## src/rtl/csa_column_accumulator_if.sv

```systemverilog
// Beat/result bus of the column accumulator: a 7:3 counter-bank beat goes in,
// one packet total comes out.
interface csa_column_accumulator_if #(
    parameter int W     = 8,
    parameter int ACC_W = 20,
    parameter int CNT_W = 8
);
    // Handshake: a beat or result moves only on a clock edge where valid && ready.
    // The producer holds valid and its payload stable until that edge.
    // ready never depends combinationally on valid.
    logic             in_valid;
    logic             in_ready;
    logic [W-1:0]     in_sum;
    logic [W-1:0]     in_carry;
    logic [W-1:0]     in_cout;
    logic             in_last;
    logic             out_valid;
    logic             out_ready;
    logic [ACC_W-1:0] out_data;
    logic [CNT_W-1:0] out_count;
    logic             out_overflow;

    modport master (
        output in_valid, in_sum, in_carry, in_cout, in_last, out_ready,
        input  in_ready, out_valid, out_data, out_count, out_overflow
    );

    modport slave (
        input  in_valid, in_sum, in_carry, in_cout, in_last, out_ready,
        output in_ready, out_valid, out_data, out_count, out_overflow
    );
endinterface

```

## src/rtl/csa_column_accumulator.sv

```systemverilog
// Merges sum/carry/cout column vectors with a registered 3:2 stage and folds
// every beat of a packet into a wide accumulator, one result per packet.
module csa_column_accumulator #(
    parameter int W     = 8,
    parameter int ACC_W = 20,
    parameter int CNT_W = 8
) (
    input  logic                     clk,
    input  logic                     reset,
    csa_column_accumulator_if.slave  bus
);
    localparam int VW  = W + 3;
    localparam int PAD = ACC_W + 1 - VW;

    logic [VW-1:0]    w_a, w_b, w_c, w_maj, w_ps, w_pc;
    logic [VW-1:0]    r_s1_ps, r_s1_pc;
    logic             r_s1_valid, r_s1_last;
    logic [ACC_W-1:0] r_acc;
    logic [CNT_W-1:0] r_cnt;
    logic             r_ovf_pend;
    logic             r_out_valid;
    logic [ACC_W-1:0] r_out_data;
    logic [CNT_W-1:0] r_out_count;
    logic             r_out_overflow;
    logic             w_blocked, w_fire, w_in_ready, w_in_xfer, w_out_xfer;
    logic [ACC_W:0]   w_acc_next;
    logic             w_carry;
    logic [CNT_W-1:0] w_cnt_next;

    // Align the three weighted vectors, then a plain full-adder row.
    assign w_a   = VW'(bus.in_sum);
    assign w_b   = VW'({bus.in_carry, 1'b0});
    assign w_c   = VW'({bus.in_cout, 2'b00});
    assign w_ps  = w_a ^ w_b ^ w_c;
    assign w_maj = (w_a & w_b) | (w_a & w_c) | (w_b & w_c);
    assign w_pc  = w_maj << 1;

    // Only a last beat can stall, and only against a result not yet taken.
    assign w_blocked  = r_s1_last && r_out_valid && !bus.out_ready;
    assign w_fire     = r_s1_valid && !w_blocked;
    assign w_in_ready = !r_s1_valid || w_fire;
    assign w_in_xfer  = bus.in_valid && w_in_ready;
    assign w_out_xfer = r_out_valid && bus.out_ready;

    assign w_acc_next = {1'b0, r_acc} + {{PAD{1'b0}}, r_s1_ps} + {{PAD{1'b0}}, r_s1_pc};
    assign w_carry    = w_acc_next[ACC_W];
    assign w_cnt_next = (&r_cnt) ? r_cnt : r_cnt + CNT_W'(1);

    always_ff @(posedge clk or posedge reset) begin
        if (reset) begin
            r_s1_valid <= 1'b0;
            r_s1_last  <= 1'b0;
            r_s1_ps    <= '0;
            r_s1_pc    <= '0;
        end else if (w_in_xfer) begin
            r_s1_valid <= 1'b1;
            r_s1_last  <= bus.in_last;
            r_s1_ps    <= w_ps;
            r_s1_pc    <= w_pc;
        end else if (w_fire) begin
            r_s1_valid <= 1'b0;
        end
    end

    always_ff @(posedge clk or posedge reset) begin
        if (reset) begin
            r_acc      <= '0;
            r_cnt      <= '0;
            r_ovf_pend <= 1'b0;
        end else if (w_fire) begin
            if (r_s1_last) begin
                r_acc      <= '0;
                r_cnt      <= '0;
                r_ovf_pend <= 1'b0;
            end else begin
                r_acc      <= w_acc_next[ACC_W-1:0];
                r_cnt      <= w_cnt_next;
                r_ovf_pend <= r_ovf_pend | w_carry;
            end
        end
    end

    // A freshly loaded result takes priority over clearing the consumed one.
    always_ff @(posedge clk or posedge reset) begin
        if (reset) begin
            r_out_valid    <= 1'b0;
            r_out_data     <= '0;
            r_out_count    <= '0;
            r_out_overflow <= 1'b0;
        end else if (w_fire && r_s1_last) begin
            r_out_valid    <= 1'b1;
            r_out_data     <= w_acc_next[ACC_W-1:0];
            r_out_count    <= w_cnt_next;
            r_out_overflow <= r_ovf_pend | w_carry;
        end else if (w_out_xfer) begin
            r_out_valid    <= 1'b0;
        end
    end

    assign bus.in_ready     = w_in_ready;
    assign bus.out_valid    = r_out_valid;
    assign bus.out_data     = r_out_data;
    assign bus.out_count    = r_out_count;
    assign bus.out_overflow = r_out_overflow;
endmodule

```

## src/flat_wrapper.sv

```systemverilog
// flat-port wrapper written by rule: the top's interface ports become plain ports
module csa_column_accumulator_flat 
#(
    parameter int W     = 8,
    parameter int ACC_W = 20,
    parameter int CNT_W = 8
)
  (clk, reset, bus_in_valid, bus_in_sum, bus_in_carry, bus_in_cout, bus_in_last, bus_out_ready, bus_in_ready, bus_out_valid, bus_out_data, bus_out_count, bus_out_overflow);
  csa_column_accumulator_if #(.W(W), .ACC_W(ACC_W), .CNT_W(CNT_W)) bus_i ();
  input  logic clk;
  input  logic reset;
  input wire logic [$bits(bus_i.in_valid)-1:0] bus_in_valid;
  input wire logic [$bits(bus_i.in_sum)-1:0] bus_in_sum;
  input wire logic [$bits(bus_i.in_carry)-1:0] bus_in_carry;
  input wire logic [$bits(bus_i.in_cout)-1:0] bus_in_cout;
  input wire logic [$bits(bus_i.in_last)-1:0] bus_in_last;
  input wire logic [$bits(bus_i.out_ready)-1:0] bus_out_ready;
  output wire logic [$bits(bus_i.in_ready)-1:0] bus_in_ready;
  output wire logic [$bits(bus_i.out_valid)-1:0] bus_out_valid;
  output wire logic [$bits(bus_i.out_data)-1:0] bus_out_data;
  output wire logic [$bits(bus_i.out_count)-1:0] bus_out_count;
  output wire logic [$bits(bus_i.out_overflow)-1:0] bus_out_overflow;
  assign bus_i.in_valid = bus_in_valid;
  assign bus_i.in_sum = bus_in_sum;
  assign bus_i.in_carry = bus_in_carry;
  assign bus_i.in_cout = bus_in_cout;
  assign bus_i.in_last = bus_in_last;
  assign bus_i.out_ready = bus_out_ready;
  assign bus_in_ready = bus_i.in_ready;
  assign bus_out_valid = bus_i.out_valid;
  assign bus_out_data = bus_i.out_data;
  assign bus_out_count = bus_i.out_count;
  assign bus_out_overflow = bus_i.out_overflow;
  csa_column_accumulator #(.W(W), .ACC_W(ACC_W), .CNT_W(CNT_W)) u_core (.clk(clk), .reset(reset), .bus(bus_i));
endmodule
```

## config.mk

```make
export PLATFORM = sky130hd
export DESIGN_NAME = csa_column_accumulator_flat
export DESIGN_NICKNAME = d
export VERILOG_FILES = /design/src/rtl/csa_column_accumulator_if.sv /design/src/rtl/csa_column_accumulator.sv /design/src/flat_wrapper.sv
export SDC_FILE = /design/constraint.sdc
export NUM_CORES = 1
export LEC_CHECK = 0
export ABC_AREA = 1
export CAP_MARGIN = 40
export CORE_MARGIN = 2
export CORE_UTILIZATION = 55
export CTS_CLUSTER_DIAMETER = 100
export DETAILED_ROUTE_END_ITERATION = 16
export MAX_ROUTING_LAYER = met4
export PLACE_DENSITY = 0.89
export SKIP_CTS_REPAIR_TIMING = 1
export SLEW_MARGIN = 20
export SYNTH_ARGS = -nofsm -noshare
export SYNTH_HDL_FRONTEND = slang
export SYNTH_SLANG_ARGS = --single-unit
```

## constraint.sdc

```tcl
create_clock -name clk -period 3.35 [get_ports clk]
set_input_delay 0.67 -clock clk [delete_from_list [all_inputs] [get_ports clk]]
set_output_delay 0.67 -clock clk [all_outputs]
set_load 0.005 [all_outputs]
```

### Word level (Yosys, flattened, before mapping)

Index checks and enable logic that the tools add are counted.
Widths: inputs -> output; s select.

| word-level totals | value |
|---|---|
| logic and storage cells | 43 |
| input port bits | 29 |
| register bits | 82 |
| memories kept | 0 |
| output and inout port bits | 31 |
| ROM bits | 0 |
| memory bits (writable) | 0 |
| bits in latches | 0 |

| cells by class | value |
|---|---|
| bitwise operators | 8 |
| shifts and indexed selects | 0 |
| magnitude comparators | 0 |
| add/subtract/negate cells | 3 |
| reductions and logical operators | 13 |
| equal/unequal tests | 0 |
| multiply operators | 0 |
| multiplexer cells | 8 |
| div/mod/pow operators | 0 |

Operators by type and width:

| operator | count |
|---|---|
| $add 20x11->21 | 1 |
| $add 21x11->21 | 1 |
| $mux 20 | 1 |
| $or 10x10->10 | 2 |
| $mux 8 | 2 |
| $xor 11x10->11 | 1 |
| $and 8x10->10 | 1 |
| $and 9x10->10 | 1 |
| $and 8x9->9 | 1 |
| $xor 8x9->9 | 1 |
| $add 8x1->8 const B | 1 |
| $reduce_and 8->1 | 1 |
| $logic_and 1x1->1 | 6 |
| $mux 1 | 5 |
| $reduce_bool 2->1 | 2 |
| $logic_not 1->1 | 3 |
| $logic_or 1x1->1 | 1 |
| $or 1x1->1 | 1 |

### Depth between registers and ports, before layout

Gate-level depths: netlist of the first run.

| logic depth | value |
|---|---|
| depth after elaboration | 7 |
| mapped depth | 15 |
| depth with buffers taken out | 15 |

### Least setup slack after synthesis of the first run

Ideal clock, no wire load.

| timing path | value |
|---|---|
| path kind | register -> register |
| start | reg u_core.r_acc[4] |
| end | reg u_core.r_out_data[10] (netlist: u_core.bus.out_data[10]) |
| stages on the path, launching flop included | 12 |
| buffers on the path | 0 |
| arrival time | 1960 ps |
| setup time | 117 ps |
| slack | 1272 ps |
| period minus slack after synthesis | 2078 ps |
| cell sequence | dfrtp_1 -> fa_1 -> ha_1 -> nand2_1 -> inv_1 -> nand2_1 -> nand2_1 -> nand2_1 -> nand3_1 -> or2_2 -> nand3_1 -> nand2_1 |

| between the ends | value |
|---|---|
| word-level cells in the longest chain between the ends | 2 |

Ends and longest elaborated chain:

| item | RTL line | RTL |
|---|---|---|
| start: declaration | csa_column_accumulator.sv:18 | `logic [ACC_W-1:0] r_acc;` |
| start signal: assignment | csa_column_accumulator.sv:76 | `r_acc <= w_acc_next[ACC_W-1:0];` |
| $add 20x11->21 | csa_column_accumulator.sv:45 | `assign w_acc_next = {1'b0, r_acc} + {{PAD{1'b0}}, r_s1_ps} + {{PAD{1'b0}}, r_s1_pc};` |
| $add 21x11->21 | csa_column_accumulator.sv:45 |  |
| end signal: assignment | csa_column_accumulator.sv:92 | `r_out_data <= w_acc_next[ACC_W-1:0];` |
| end: declaration | csa_column_accumulator.sv:22 | `logic [ACC_W-1:0] r_out_data;` |

Every way passes these cells.
A chain may end at the register's enable or synchronous reset.

### Worst setup path after layout of the first run

| timing path | value |
|---|---|
| start | in bus_out_ready |
| end | out bus_in_ready |

| between the ends | value |
|---|---|
| word-level cells in the longest chain between the ends | 5 |

Ends and longest elaborated chain:

| item | RTL line | RTL |
|---|---|---|
| start: declaration | flat_wrapper.sv:17 | `input wire logic [$bits(bus_i.out_ready)-1:0] bus_out_ready;` |
| $logic_not 1->1 | csa_column_accumulator.sv:39 | `assign w_blocked = r_s1_last && r_out_valid && !bus.out_ready;` |
| $logic_and 1x1->1 | csa_column_accumulator.sv:39 |  |
| $logic_not 1->1 | csa_column_accumulator.sv:40 | `assign w_fire = r_s1_valid && !w_blocked;` |
| $logic_and 1x1->1 | csa_column_accumulator.sv:40 |  |
| $logic_or 1x1->1 | csa_column_accumulator.sv:41 | `assign w_in_ready = !r_s1_valid \|\| w_fire;` |
| end: declaration | flat_wrapper.sv:18 | `output wire logic [$bits(bus_i.in_ready)-1:0] bus_in_ready;` |

Every way passes these cells.

==> impl_metrics.ini, run 1 <==
[sta]
tns_ns = 0
worst_pin_slew_ns = 0.437
timing.hold.ws_ns = 0.484
fmaxAchievable_mhz = 404
fin_ws_ns = 0.873
period_needed_ns = 2.48
maxSlewHeadroom_pct = 70.9
rsz0062_at_grt = false
setup_violations = 0
slew_violations = 0
worst_clock_skew_ns = 0.0138
finalCritPeriodShare_pct = 73.9
hold_violations = 0

[global_route]
grt_pass1_vias = 3687
grt_pass1_wl_um = 16400
busiest_layer = met2
grt_use_total_pct = 24.8
grt-ovfl-total = 0
grtUsageMet1_pct = 30.6
use_met2_pct = 41.2
grt_max_degree = 80
grtUsageMet3_pct = 4.72
antenna_found_initial = 0

[drt]
vias = 3495
drc = 0
drt_wl_total_um = 9200
drt-pass1-iter-count = 5
via_per_inst = 5.25
drtIter0Drc = 198
avgRoutedWirePerCell_um = 13.8
ant_nets = 0

[placement]
port_buffers = 59
gp_congestion = 0.929
hpwlAfterDp_um = 6620
dpl_worst_slack_ns = 0.799

[layout]
fillers = 580
final_common_cell = nand2_1
antenna_cells = 0
syn_to_final_growth_pct = 21.3
layout_common_cells = 164 x nand2_1, 79 x dfrtp_1, 59 x clkdlybuf4s50_1, 51 x inv_1, 43 x nand3_1
nNetsFinal = 618
drive_above_1_share_pct = 8.69

[synth]
synth_top_area_share_pct = 46.1
synth_area_um2 = 4290
synth_edf_count = 0
dominantRegCellSynth = dfrtp_1
ys_ff_latch = 79
synth_seq_area_share_pct = 46.1
yosys_warnings = 0
synthTopCellsByArea = dfrtp_1 46%, nand2_1 14%, fa_1 7.0%
synth_compound_area_share_pct = 5.71
synth_top_cell_by_area = dfrtp_1
synth_mux_area_share_pct = 4.20
avgSynthCellArea_um2 = 8.65
synth-simple-area-share_pct = 24.2
synthDistinctLibCells = 30
synthAdderAreaFrac_pct = 11.4
ys_async_sr_fraction_pct = 100
netlist_instances = 496
synth_top_family_by_area = simple AND/OR/NAND/NOR gates
syn_nets = 555
yosys.area_share.xor_xnor_pct = 1.84

[min_path]
hp-class = flip-flop to flip-flop

[setup_path]
path_cells = clkdlybuf4s50_1 > inv_1 > nand4_1 > clkdlybuf4s50_1
path_class = input pin to output pin
path_delay_family = buffers and inverters
arrival_ns = 1.81
cp.required_ns = 2.68
crit_buf_inv = 3
crit_slowest_cell = clkdlybuf4s50_1
max_stage_delay_ns = 0.52
crit_path_frequent_cell = clkdlybuf4s50_1
crit_path_start_kind = input pin
crit_fanout = 3
endpoint_kind = output pin

[die]
fp.dieH_um = 92.3
num_rows = 32
coreArea_um2 = 7650
die_area_um2 = 8530
die_width_um = 92.3
start_util_pct = 56.1
io_pins = 60

[pwr]
ir_drop_v = 0.000433
powerDensity_nw_per_um2 = 689
p_leak_nw = 2.60

[clock_network]
clkLatencyLatePin_ns = 0.36
clockRootBuffer = clkbuf_8
cts_buffers = 9
h-tree-depth = 3
cts_tree = yes
clock_path_buffers = 2
cts_sinks = 79
path_clk_slew_ns = 0.09

[run]
maxCapViolCount = 0

[outcome]
run_status = complete, no violations
==> metal layers <==
layer  part of all wire [%]  wire length [um]  up-vias
met4                    1.7               157        0
met1                     43              3940     1682
li1                       -                 -     1707
met3                    4.0               364       14
met5                      0                 0        -
met2                     51              4730       92
==> cell usage after synthesis, types with 6 or more instances <==
library cell / n
ha_1: 15
nor2_1: 21
dfrtp_1: 79
fa_1: 15
buf_2: 6
nand3_1: 43
inv_1: 52
mux2_2: 16
nand2_1: 164
o21ai_0: 28
nand4_1: 6
a21oi_1: 10
==> worst reg2reg max path: stages (launching register included) <==
cell	delay, ns
dfrtp_1	0.37
inv_1	0.10
fa_1	0.48
fa_1	0.48
inv_1	0.13
nand3_1	0.09
nand3_1	0.13
nand2_1	0.07
nand2_1	0.08
xor2_1	0.24
o21ai_0	0.12
==> final cells by class <==
class,count,area [um2],area share [%]
tap,102,128,2.45
multi-input combinational,350,2030,39.0
sequential,79,1980,38.0
clock inverter,6,91.3,1.75
clock buffer,10,128,2.45
inverter,55,206,3.96
timing repair buffer,64,648,12.4
==> where the power goes <==
part           total (mW)  switching [mW]  internal, mW
logic                1.52           0.859         0.661
registers            1.28           0.137          1.14
clock network       0.788           0.363         0.425
total                3.59            1.36          2.23
==> flip-flops by register name (all words and copies together), names as in the netlist, 8 cells and up <==
| name | cells |
|---|---|
| u_core.bus.out_count | 8 |
| u_core.r_acc | 20 |
| u_core.r_s1_ps | 10 |
| u_core.r_s1_pc | 8 |
| u_core.bus.out_data | 20 |
| u_core.r_cnt | 8 |
==> cells by family (layout without fill, tap and decap cells) <==
logic type	count (synthesis)	after routing
flip-flops	79	79
AO/OA/AOI/OAI	47	47
buffers and inverters	67	135
AND/OR/NAND/NOR	248	248
adder cells (fa/ha/maj)	30	30
XOR/XNOR	9	9
multiplexers	16	16
==> metrics by stage <==
step,instance area (um2),instances,power (mW),utilization [%]
after floorplan,4290,496,2.30,-
after global placement,4970,649,2.73,65.1
after detailed placement,4970,649,2.79,65.1
after CTS,5190,665,3.59,67.9
after global routing,5210,666,3.88,68.1
final,5210,666,3.59,68.1
==> final timing paths <==
check / to / start / slack (ns) / depth (start not counted)
min in group asynchronous: u_core.r_s1_pc[2] / reset / 0.69 / 3
max in group asynchronous: u_core.r_acc[1] / reset / 2.28 / 3
setup / recovery: bus_in_ready / bus_out_ready / 0.87 / 4
setup reg to reg: u_core.bus.out_data[9] / u_core.r_s1_pc[2] / 0.92 / 10
hold / removal: u_core.bus.out_data[17] / u_core.bus.out_data[17] / 0.48 / 2
hold reg to reg: u_core.bus.out_data[17] / u_core.bus.out_data[17] / 0.48 / 2
No activity file was read; power rests on OpenSTA's default activity.
==> run 2, diff against run 1 <==
==> constraint.sdc (replaced) <==
create_clock -name clk -period 2.39 [get_ports clk]
set_input_delay 0.478 -clock clk [delete_from_list [all_inputs] [get_ports clk]]
set_output_delay 0.478 -clock clk [all_outputs]
set_load 0.005 [all_outputs]
==> run 2 against run 1 <==
Register-to-register slack worse by 0.83 ns. Sequential share of layout area is 1.4 points lower. Final area is 4.0% higher.
==> impl_metrics.ini, run 2 (synthesis results as in run 1) <==
[outcome]
run_status = complete, no violations

[clock_network]
cts_tree = yes
clkLatencyLatePin_ns = 0.37
cts_buffers = 9
clock_path_buffers = 2
path_clk_slew_ns = 0.09
h-tree-depth = 3
cts_sinks = 79
clockRootBuffer = clkbuf_8

[drt]
via_per_inst = 5.37
drt_wl_total_um = 9840
drc = 0
drt-pass1-iter-count = 6
vias = 3606
drtIter0Drc = 247
ant_nets = 0
avgRoutedWirePerCell_um = 14.7

[pwr]
swShare_pct = 38.9
pwr-share-clk_pct = 19.9
powerDensity_nw_per_um2 = 1040
ir_drop_v = 0.000636
pwr-share-comb_pct = 48.3
power_mw = 5.62
p_seq_share_pct = 31.7
p_int_mw = 3.43
p_leak_nw = 2.63
power_switching_mw = 2.19

[sta]
hold_violations = 0
period_needed_ns = 2.30
worst_pin_slew_ns = 0.832
setup_violations = 0
maxSlewHeadroom_pct = 44.5
slew_violations = 0
finalCritPeriodShare_pct = 96.1
fmaxAchievable_mhz = 435
worst_clock_skew_ns = 0.0119

[min_path]
hp-class = flip-flop to flip-flop
whs_endpoint = u_core.bus.out_data[18]
min_from = u_core.bus.out_data[18]
whs_path_depth = 2

[global_route]
grt_pass1_vias = 3783
grt_use_total_pct = 25.5
grt-ovfl-total = 0
grt_max_degree = 80
grt_pass1_wl_um = 16800
antenna_found_initial = 0

[setup_path]
r2r_end = u_core.r_acc[9]
arrival_ns = 2.54
path_cells = inv_1 > fa_2 > fa_2 > inv_2 > nand3_1 > nand3_1 > nand2_1 > nand2_1 > xor2_2 > o21ai_0
crit_slowest_cell = fa_2
path_class = flip-flop to flip-flop
max_stage_delay_ns = 0.49
crit_buf_inv = 2
rr_startpoint = u_core.r_s1_ps[2]
crit_path_start_kind = flip-flop
path_delay_family = adder cells
reg2reg_depth = 10
crit_fanout = 3
cp.required_ns = 2.63
endpoint_kind = flip-flop
rrSetupSlack_ns = 0.09

[die]
io_pins = 60
num_rows = 32
coreArea_um2 = 7650
die_width_um = 92.3
fp.dieH_um = 92.3
die_area_um2 = 8530
start_util_pct = 56.1

[layout]
syn_to_final_growth_pct = 26.1
final_cells = 671
multi_input_area_um2 = 2200
post-route-util_pct = 70.8
nNetsFinal = 623
drive_above_1_share_pct = 14.6
fillers = 570
layout_common_cells = 158 x nand2_1, 79 x dfrtp_1, 59 x clkdlybuf4s50_1, 49 x inv_1, 39 x nand3_1
final_common_cell = nand2_1
postLayoutCellArea_um2 = 5420
regArea_um2 = 1980
antenna_cells = 0

[run]
maxCapViolCount = 0

[placement]
port_buffers = 59
placed_area_um2 = 5010
dp_cells = 653
hpwlAfterDp_um = 6830
gp_congestion = 0.924
-- run 2: cell count changes in the layout (fill, tap and decap cells not counted), moves of 3 or more --
| cell | previous run | this run |
|---|---|---|
| buf_4 | 3 | 9 |
| nor2_1 | 21 | 18 |
| nand2_2 | 2 | 8 |
| ha_4 | 0 | 7 |
| nand2_1 | 164 | 158 |
| ha_1 | 15 | 8 |
| nand3_2 | 1 | 4 |
| a21oi_2 | 0 | 4 |
| nand3_1 | 43 | 39 |
| a21oi_1 | 10 | 6 |
-- run 2: how the worst max path moves through the flow --
stage / end / cells past startpoint / slack [ns] / startpoint
2_1_floorplan: u_core.bus.out_data[10] / 11 / 0.31 / u_core.r_acc[4]
3_3_place_gp: u_core.r_acc[9] / 7 / 0.08 / bus_out_ready
3_5_place_dp: u_core.r_acc[8] / 7 / 0.008 / bus_out_ready
4_1_cts: u_core.bus.out_data[11] / 11 / 0.06 / u_core.r_acc[6]
5_1_grt: u_core.bus.out_data[10] / 13 / -0.04 / u_core.r_acc[2]
6_report: u_core.r_acc[9] / 10 / 0.09 / u_core.r_s1_ps[2]
-- run 2: power groups by stage --
| stage | combinational, mW | sequential, mW | clock (mW) |
|---|---|---|---|
| after floorplan | 1.45 | 1.78 | 0 |
| after global placement | 2.09 | 1.80 | 0 |
| after detailed placement | 2.15 | 1.81 | 0 |
| after CTS | 2.18 | 1.79 | 1.13 |
| after global routing | 3.00 | 1.82 | 1.19 |
| final | 2.72 | 1.78 | 1.12 |
-- run 2: cell type report --
class                           instances  area share, %
Multi-Input combinational cell        350           40.6
Tap cell                              102           2.36
Inverter                               55           3.88
Clock buffer                           10           2.36
Clock inverter                          6           1.73
Sequential cell                        79           36.5
Timing Repair Buffer                   69           12.5
-- run 2: worst register-to-register path, delay by kind of cell, from the launching register on --
family,cells,cell delay (ns)
buffers and inverters,2,0.18
flip-flops,1,0.37
adder cells (fa/ha/maj),2,0.92
XOR/XNOR,1,0.18
AO/OA/AOI/OAI,1,0.10
AND/OR/NAND/NOR,4,0.41
-- run 2: per-stage QoR --
step           worst slack [ns]  hold WS [ns]  setup TNS (ns)
2_1_floorplan             0.312         0.456               0
3_3_place_gp             0.0788         0.463               0
3_5_place_dp            0.00784         0.467               0
4_1_cts                  0.0587         0.490               0
5_1_grt                 -0.0422         0.509          -0.180
6_report                 0.0922         0.486               0
-- run 2: routing by layer --
layer / global-route usage, % / part of all wire [%] / vias to the layer above / routed length [um]
li1: - / - / 1714 / -
met1: 31.7 / 42 / 1729 / 4100
met2: 42.6 / 51 / 132 / 5000
met3: 4.56 / 5.2 / 31 / 507
met4: 8.71 / 2.3 / 0 / 225
met5: - / 0 / - / 0
